[src/rtl/regfile_sb.sv]
// regfile_sb: multi-port register file with byte-enabled dual writeback,
// per-register busy scoreboard, outstanding-register counter and optional
// same-cycle write-to-read bypass.
module regfile_sb #(
    parameter int DW       = 32,
    parameter int AW       = 5,
    parameter int ZERO_REG = 1,
    parameter int BYPASS   = 1
) (
    input  logic            clk,
    input  logic            rst,
    input  logic [AW-1:0]   ra_addr,
    input  logic [AW-1:0]   rb_addr,
    output logic [DW-1:0]   ra_data,
    output logic [DW-1:0]   rb_data,
    output logic            ra_busy,
    output logic            rb_busy,
    input  logic            w0_en,
    input  logic [AW-1:0]   w0_addr,
    input  logic [DW-1:0]   w0_data,
    input  logic [DW/8-1:0] w0_be,
    input  logic            w1_en,
    input  logic [AW-1:0]   w1_addr,
    input  logic [DW-1:0]   w1_data,
    input  logic [DW/8-1:0] w1_be,
    input  logic            iss_en,
    input  logic [AW-1:0]   iss_addr,
    output logic [AW:0]     busy_cnt
);

    localparam int DEPTH = 2 ** AW;
    localparam int NB    = DW / 8;

    logic [DW-1:0]    mem [DEPTH];
    logic [DEPTH-1:0] busy;
    logic [DEPTH-1:0] busy_nxt;
    logic             w0_ok;
    logic             w1_ok;
    logic             iss_ok;

    // True when the address is the hardwired zero register.
    function automatic logic is_zero(input logic [AW-1:0] a);
        return (ZERO_REG != 0) && (a == '0);
    endfunction

    // Overlay this cycle's enabled byte writes to address a onto old; port 1
    // is applied last so it wins on overlapping bytes.
    function automatic logic [DW-1:0] merge(
        input logic [DW-1:0]   old,
        input logic [AW-1:0]   a,
        input logic            e0,
        input logic [AW-1:0]   a0,
        input logic [DW-1:0]   d0,
        input logic [NB-1:0]   b0,
        input logic            e1,
        input logic [AW-1:0]   a1,
        input logic [DW-1:0]   d1,
        input logic [NB-1:0]   b1
    );
        logic [DW-1:0] v;
        v = old;
        for (int k = 0; k < NB; k++) begin
            if (e0 && (a0 == a) && b0[k]) v[8*k +: 8] = d0[8*k +: 8];
            if (e1 && (a1 == a) && b1[k]) v[8*k +: 8] = d1[8*k +: 8];
        end
        return v;
    endfunction

    // Number of set bits in the busy vector.
    function automatic logic [AW:0] popcount(input logic [DEPTH-1:0] v);
        logic [AW:0] c;
        c = '0;
        for (int i = 0; i < DEPTH; i++) c = c + {{AW{1'b0}}, v[i]};
        return c;
    endfunction

    // Writes and issues aimed at the zero register are dropped up front.
    assign w0_ok  = w0_en  && !is_zero(w0_addr);
    assign w1_ok  = w1_en  && !is_zero(w1_addr);
    assign iss_ok = iss_en && !is_zero(iss_addr);

    // Byte-enabled data storage; the later port-1 assignment overrides port 0.
    always_ff @(posedge clk) begin
        if (rst) begin
            for (int i = 0; i < DEPTH; i++) mem[i] <= '0;
        end else begin
            for (int k = 0; k < NB; k++) begin
                if (w0_ok && w0_be[k]) mem[w0_addr][8*k +: 8] <= w0_data[8*k +: 8];
                if (w1_ok && w1_be[k]) mem[w1_addr][8*k +: 8] <= w1_data[8*k +: 8];
            end
        end
    end

    // Next busy vector: writeback clears, then issue sets (new producer wins).
    always_comb begin
        busy_nxt = busy;
        if (w0_ok)  busy_nxt[w0_addr]  = 1'b0;
        if (w1_ok)  busy_nxt[w1_addr]  = 1'b0;
        if (iss_ok) busy_nxt[iss_addr] = 1'b1;
    end

    // Scoreboard state and its count advance together on the same edge.
    always_ff @(posedge clk) begin
        if (rst) begin
            busy     <= '0;
            busy_cnt <= '0;
        end else begin
            busy     <= busy_nxt;
            busy_cnt <= popcount(busy_nxt);
        end
    end

    // Read port A: stored state, optionally with this cycle's writeback folded in.
    always_comb begin
        ra_data = mem[ra_addr];
        ra_busy = busy[ra_addr];
        if (BYPASS != 0) begin
            ra_data = merge(mem[ra_addr], ra_addr, w0_ok, w0_addr, w0_data, w0_be,
                            w1_ok, w1_addr, w1_data, w1_be);
            if (((w0_ok && w0_addr == ra_addr) || (w1_ok && w1_addr == ra_addr)) &&
                !(iss_ok && iss_addr == ra_addr))
                ra_busy = 1'b0;
        end
        if (is_zero(ra_addr)) begin
            ra_data = '0;
            ra_busy = 1'b0;
        end
    end

    // Read port B: same rules as port A.
    always_comb begin
        rb_data = mem[rb_addr];
        rb_busy = busy[rb_addr];
        if (BYPASS != 0) begin
            rb_data = merge(mem[rb_addr], rb_addr, w0_ok, w0_addr, w0_data, w0_be,
                            w1_ok, w1_addr, w1_data, w1_be);
            if (((w0_ok && w0_addr == rb_addr) || (w1_ok && w1_addr == rb_addr)) &&
                !(iss_ok && iss_addr == rb_addr))
                rb_busy = 1'b0;
        end
        if (is_zero(rb_addr)) begin
            rb_data = '0;
            rb_busy = 1'b0;
        end
    end

endmodule

[config.mk]
export PLATFORM = sky130hd
export DESIGN_NAME = regfile_sb
export DESIGN_NICKNAME = d
export VERILOG_FILES = /design/src/rtl/regfile_sb.sv
export SDC_FILE = /design/constraint.sdc
export NUM_CORES = 2
export LEC_CHECK = 0
export ABC_AREA = 1
export BUFFER_PORTS_ARGS = -buffer_cell sky130_fd_sc_hd__buf_2
export CORE_MARGIN = 3
export CORE_UTILIZATION = 30
export CTS_BUF_LIST = sky130_fd_sc_hd__clkbuf_8
export DETAILED_ROUTE_END_ITERATION = 10
export PLACE_DENSITY_LB_ADDON = 0.12
export SYNTH_ARGS = -nofsm -noshare
export SYNTH_HDL_FRONTEND = slang
export SYNTH_SLANG_ARGS = --single-unit
[constraint.sdc]
create_clock -name clk -period 11.6 [get_ports clk]
set_input_delay 1.16 -clock clk [delete_from_list [all_inputs] [get_ports clk]]
set_output_delay 1.16 -clock clk [all_outputs]
set_load 0.05 [all_outputs]
# After elaboration in Yosys (flattened, before gate mapping)
# Memories as Yosys holds them, arrays and structs flattened.
# Index checks and enable logic that the tools add are counted.
# op_classes
n_addsub,31
order_cmp,8
eq_ne,6
n_mux,67
bitwise,5
n_reduce_logical,52
# op_table
operator,count
$mux 32,7
$add 6x1->6,26
$mux 8,16
$and 32x32->32,2
$not 32->32,2
$reduce_or 32->1,2
$logic_and 1x1->1,38
$mux 1,35
$or 32x32->32,1
$eq 5x5->1,6
$lt 5x6->1 const B,5
$logic_not 5->1,5
$demux 1 s5,3
$ge 5x1->1 const B,3
$bmux 1 s5,2
$mux 5,2
$mux 4,2
$add 5x1->6,1
$add 4x1->5,1
$logic_not 1->1,5
$add 3x1->4,1
$add 2x1->3,1
$add 1x1->2,1
$logic_or 1x1->1,2
# word_totals
reg_bits,38
ram_bits,1024
inputBits,102
word_cells,172
n_memories,1
# memory_table
name,depth,word_bits,rd,rd_ports_with_merged_regs,wr,line,source
mem,32,32,2,0,32,34,logic [DW-1:0] mem [DEPTH];

# Longest topological paths before layout
# depth
ltp_word,42
depth_mapped,27

# Worst setup path before layout
# Ideal clock, no wire load.
# synth_timing
path_kind,input to register
from,input port w1_addr[1]
to,register busy_cnt[4]
setup_time_ns,0.120
arrival_ns,6.390
t_required_ns,11.480
setup_slack_ns,5.090
cell_stages,25
path_buffers,3
cell_sequence,buf_2 -> nor2_1 -> nand2_2 -> nand2_4 -> inv_4 -> buf_4 -> clkbuf_1 -> nand2_1 -> o211ai_1 -> nand2_1 -> fa_1 -> inv_1 -> fa_1 -> fa_1 -> inv_1 -> fa_1 -> fa_1 -> fa_1 -> ha_1 -> inv_1 -> fa_1 -> o21bai_1 -> a21oi_1 -> o21ai_0 -> a21oi_1
# synth_via
word_cells_on_any_way,44
cone_classes,add/sub: 31; order compare: 2; mux: 4; bitwise: 3; reduce/logical: 4
# synth_rtl
item,line,source
"start, declared",23,"input logic [AW-1:0] w1_addr,"
$lt 5x6->1 (implied by the code) or $ge 5x1->1 (tied branches),98,if (w1_ok) busy_nxt[w1_addr] = 1'b0;
$logic_and 1x1->1 (implied by the code),98,
$mux 1 (implied by the code),98,
$demux 1 s5,98,
$not 32->32 (no line),n/a,
$and 32x32->32 (no line),n/a,
$mux 32 *,98,
$or 32x32->32 (no line),n/a,
$mux 32 *,99,if (iss_ok) busy_nxt[iss_addr] = 1'b1;
named net busy_nxt[7],36,logic [DEPTH-1:0] busy_nxt;
$add 6x1->6 * (25 in series),73,"for (int i = 0; i < DEPTH; i++) c = c + {{AW{1'b0}}, v[i]};"
"end signal, assigned",109,busy_cnt <= popcount(busy_nxt);
"end, declared",28,output logic [AW:0] busy_cnt
# The timed path passes the listed nets; every way through them passes the cells marked *.
# A chain may end at the register's enable or synchronous reset.

# Final worst setup path
# layout_timing
from,input port rb_addr[3]
to,output port rb_data[3]
# layout_via
elab_chain_cells,6
word_cells_on_any_way,11
cone_classes,eq/ne: 2; mux: 3; reduce/logical: 5; memory: 1
# layout_rtl
item,line,source
"start, declared",13,"input logic [AW-1:0] rb_addr,"
branches (longest 5 deep; another with $mem_v2 32x32),n/a,
$mux 32 *,141,if (is_zero(rb_addr)) begin
"end, declared",15,"output logic [DW-1:0] rb_data,"
# Mark *: on every way between the ends.

==> impl_metrics.py <==
metrics = {
    "timing": {
        "fmax_mhz": 137,
        "rsz0062_at_grt": "false",
        "setup_viol": 0,
        "hold_violations": 0,
        "fin_crit_ps": 7320,
        "finalWorstSetupSlack_ps": 4280,
        "slew_viol_final": 0,
        "post-route-period-util": 0.631,
        "tns_ps": 0,
        "worst_pin_slew_ps": 1270,
        "max_slew_margin": 0.151,
        "clock_skew_ps": 32.5,
    },
    "clock_network": {
        "clk_latency_ps": 1020,
        "htree_levels": 4,
        "clock_sinks": 1062,
        "clk_pin_slew_ps": 50,
        "post_cts_buffers": 0,
        "postCtsHoldBufs": 0,
        "root_buffer": "clkbuf_8",
        "cts_tree": "yes",
        "cts_made_buffers": 208,
        "cts_buffer_depth": 3,
        "cts_resized": 0,
    },
    "yosys": {
        "postSynthCellCount": 8630,
        "ys.flop_type": "edfxtp_1",
        "synthSimpleGateAreaFrac": 0.360,
        "synth_top_family_by_area": "simple AND/OR/NAND/NOR gates",
        "synthTopCellsByCount": "2628 x nand2_1, 1942 x nand3_1, 1024 x edfxtp_1",
        "synth.distinct_cells": 40,
        "synth_area_leaders": "edfxtp_1 45%, nand2_1 14%, nand3_1 14%",
        "synth-seq-cells": 1062,
        "synthMuxAreaShare": 0,
        "yosysMostFrequentCell": "nand2_1",
        "syn_area_per_cell_um2": 7.94,
        "synth_top_area_cell": "edfxtp_1",
        "synth_compound_area_frac": 0.108,
        "synth_edf_count": 1024,
        "synthAdderAreaFrac": 0.00829,
        "ys_seq_area_frac": 0.460,
        "yosysTopAreaCellShare": 0.449,
        "synth_xor_area_frac": 0.00307,
        "synth_warnings": 0,
        "async_reset_ff_frac": 0,
        "syn-cell-area_mm2": 0.0685,
    },
    "placed_design": {
        "hpwl_mm": 221,
        "dp_worst_setup_slack_ps": 4110,
        "gp_congestion": 0.903,
        "port_buffers": 173,
    },
    "setup_path": {
        "startpoint_type": "input pin",
        "critPathKind": "in2out",
        "worstPathRequired_ps": 10440,
        "crit_fanout": 36,
        "crit_path_end_kind": "primary output",
        "crit_arrival_ps": 6160,
    },
    "status": {
        "outcome": "completed",
    },
    "grt": {
        "grt_util_all_layers": 0.292,
        "grt_overflow": 0,
        "grt_max_degree": 188,
        "grt_pass1_vias": 64818,
        "grt_first_pass_wirelength_mm": 497,
        "grt_antenna_before_repair": 28,
    },
    "floorplan": {
        "fp.dieArea_mm2": 0.234,
        "rows": 174,
        "die_x_um": 484,
        "core_mm2": 0.226,
        "ios": 174,
        "dieHeight_um": 484,
        "start_util": 0.303,
    },
    "routing": {
        "post-route-drc-count": 0,
        "wirelength_mm": 357,
        "vias": 69142,
        "viasPerCell": 5.98,
        "detail-route-antenna-nets": 0,
        "wire_per_inst_um": 30.9,
        "drt_iter0_drc": 9641,
        "dr.pass1.iters": 8,
    },
    "final_layout": {
        "fin_nets": 8517,
        "syn_to_final_growth_pct": 9.12,
        "drive_above_1_share": 0.104,
    },
    "power_and_ir_drop": {
        "irDropWorstVdd_uv": 128,
        "pwr_density_cell_mw_per_mm2": 133,
        "p_leak_nw": 28.9,
    },
    "worst_hold_path": {
        "hold_path_class": "in2reg",
    },
    "job": {
        "cap_violations": 0,
    },
}
==> flip-flops by register name, indices dropped and copies added, names as in the netlist <==
signal    cells
mem        1024
busy         32
busy_cnt      6
==> through the flow <==
step                hold WS [ps]  utilization  cells  total power [mW]  instance area [µm²]
global route                 486        0.331  11554              10.2                74700
global placement             500        0.314  11166              6.34                71000
floorplan                    433            -   8661              5.65                68600
detailed placement           504        0.314  11166              6.35                71000
CTS                          399        0.331  11547              9.89                74700
finish                       518        0.331  11563              9.90                74700
==> critical path, cell delays in order <==
cell      delay (ps)
buf_4            480
clkinv_2         850
buf_4            680
nand2_1          150
nand3_1          120
nor2_4           680
buf_4            650
nand3_1          550
nand3_1          260
a21oi_1          200
buf_2            270
==> per-layer routing <==
| metal | routed length (µm) | GRT usage | vias to the layer above |
|---|---|---|---|
| li1 | - | - | 30102 |
| met1 | 146000 | 0.391 | 33892 |
| met3 | 37000 | 0.0691 | 816 |
| met5 | 161 | 0 | - |
| met4 | 18500 | 0.144 | 24 |
| met2 | 156000 | 0.440 | 4308 |
==> report_power, final <==
part | leakage (nW) | total, mW | internal [mW] | switching, mW
Clock | 2.12 | 3.59 | 1.71 | 1.87
Sequential | 10.1 | 4.54 | 4.42 | 0.123
Combinational | 16.7 | 1.78 | 0.385 | 1.39
Total | 28.9 | 9.90 | 6.52 | 3.39
==> cells by family after synthesis <==
logic type | after synthesis
buf+inv | 1029
simple gates | 5263
compound gates | 1220
xor+xnor | 24
flops | 1062
other cells | 1
fa+ha+maj | 31
==> worst paths after layout <==
path / startpoint / to / slack [ps] / depth (start not counted)
max: rb_addr[3] / rb_data[3] / 4280 / 11
min: iss_en / busy[4] / 520 / 3
max reg2reg: busy[13] / busy_cnt[4] / 6230 / 17
min reg2reg: busy[0] / busy[0] / 520 / 2
==> cell usage in the layout (no fill, tap or decap), types with 3 or more instances in the layout <==
cell / instances
conb_1: 32
ha_1: 7
nand2_1: 2624
inv_6: 9
nor2_1: 297
buf_12: 6
nor2_4: 17
clkbuf_8: 212
fa_1: 24
diode_2: 16
inv_8: 7
nand3_1: 1940
nand2_2: 82
nand3b_1: 4
nand2_8: 31
a21oi_1: 104
clkinv_2: 27
clkinv_1: 78
inv_2: 65
o21ai_1: 5
buf_2: 164
buf_8: 4
buf_4: 82
nor2_8: 20
o22ai_1: 984
nor3_1: 27
nand4_1: 67
dfxtp_1: 38
or2_2: 3
nor3_2: 4
inv_1: 261
xnor2_1: 16
nand2_4: 139
edfxtp_1: 1024
o21ai_0: 103
o211ai_1: 23
xor2_1: 8
==> layout make-up <==
cell class / count / area (µm²)
multi-input combinational: 6570 / 33000
timing repair buffer: 259 / 1650
fill: 23765 / 151000
inverter: 283 / 1110
tap: 2992 / 3740
clock inverter: 170 / 785
sequential: 1062 / 31500
clock buffer: 211 / 2900
antenna: 16 / 40.0
(Power assumes the default switching activity.)
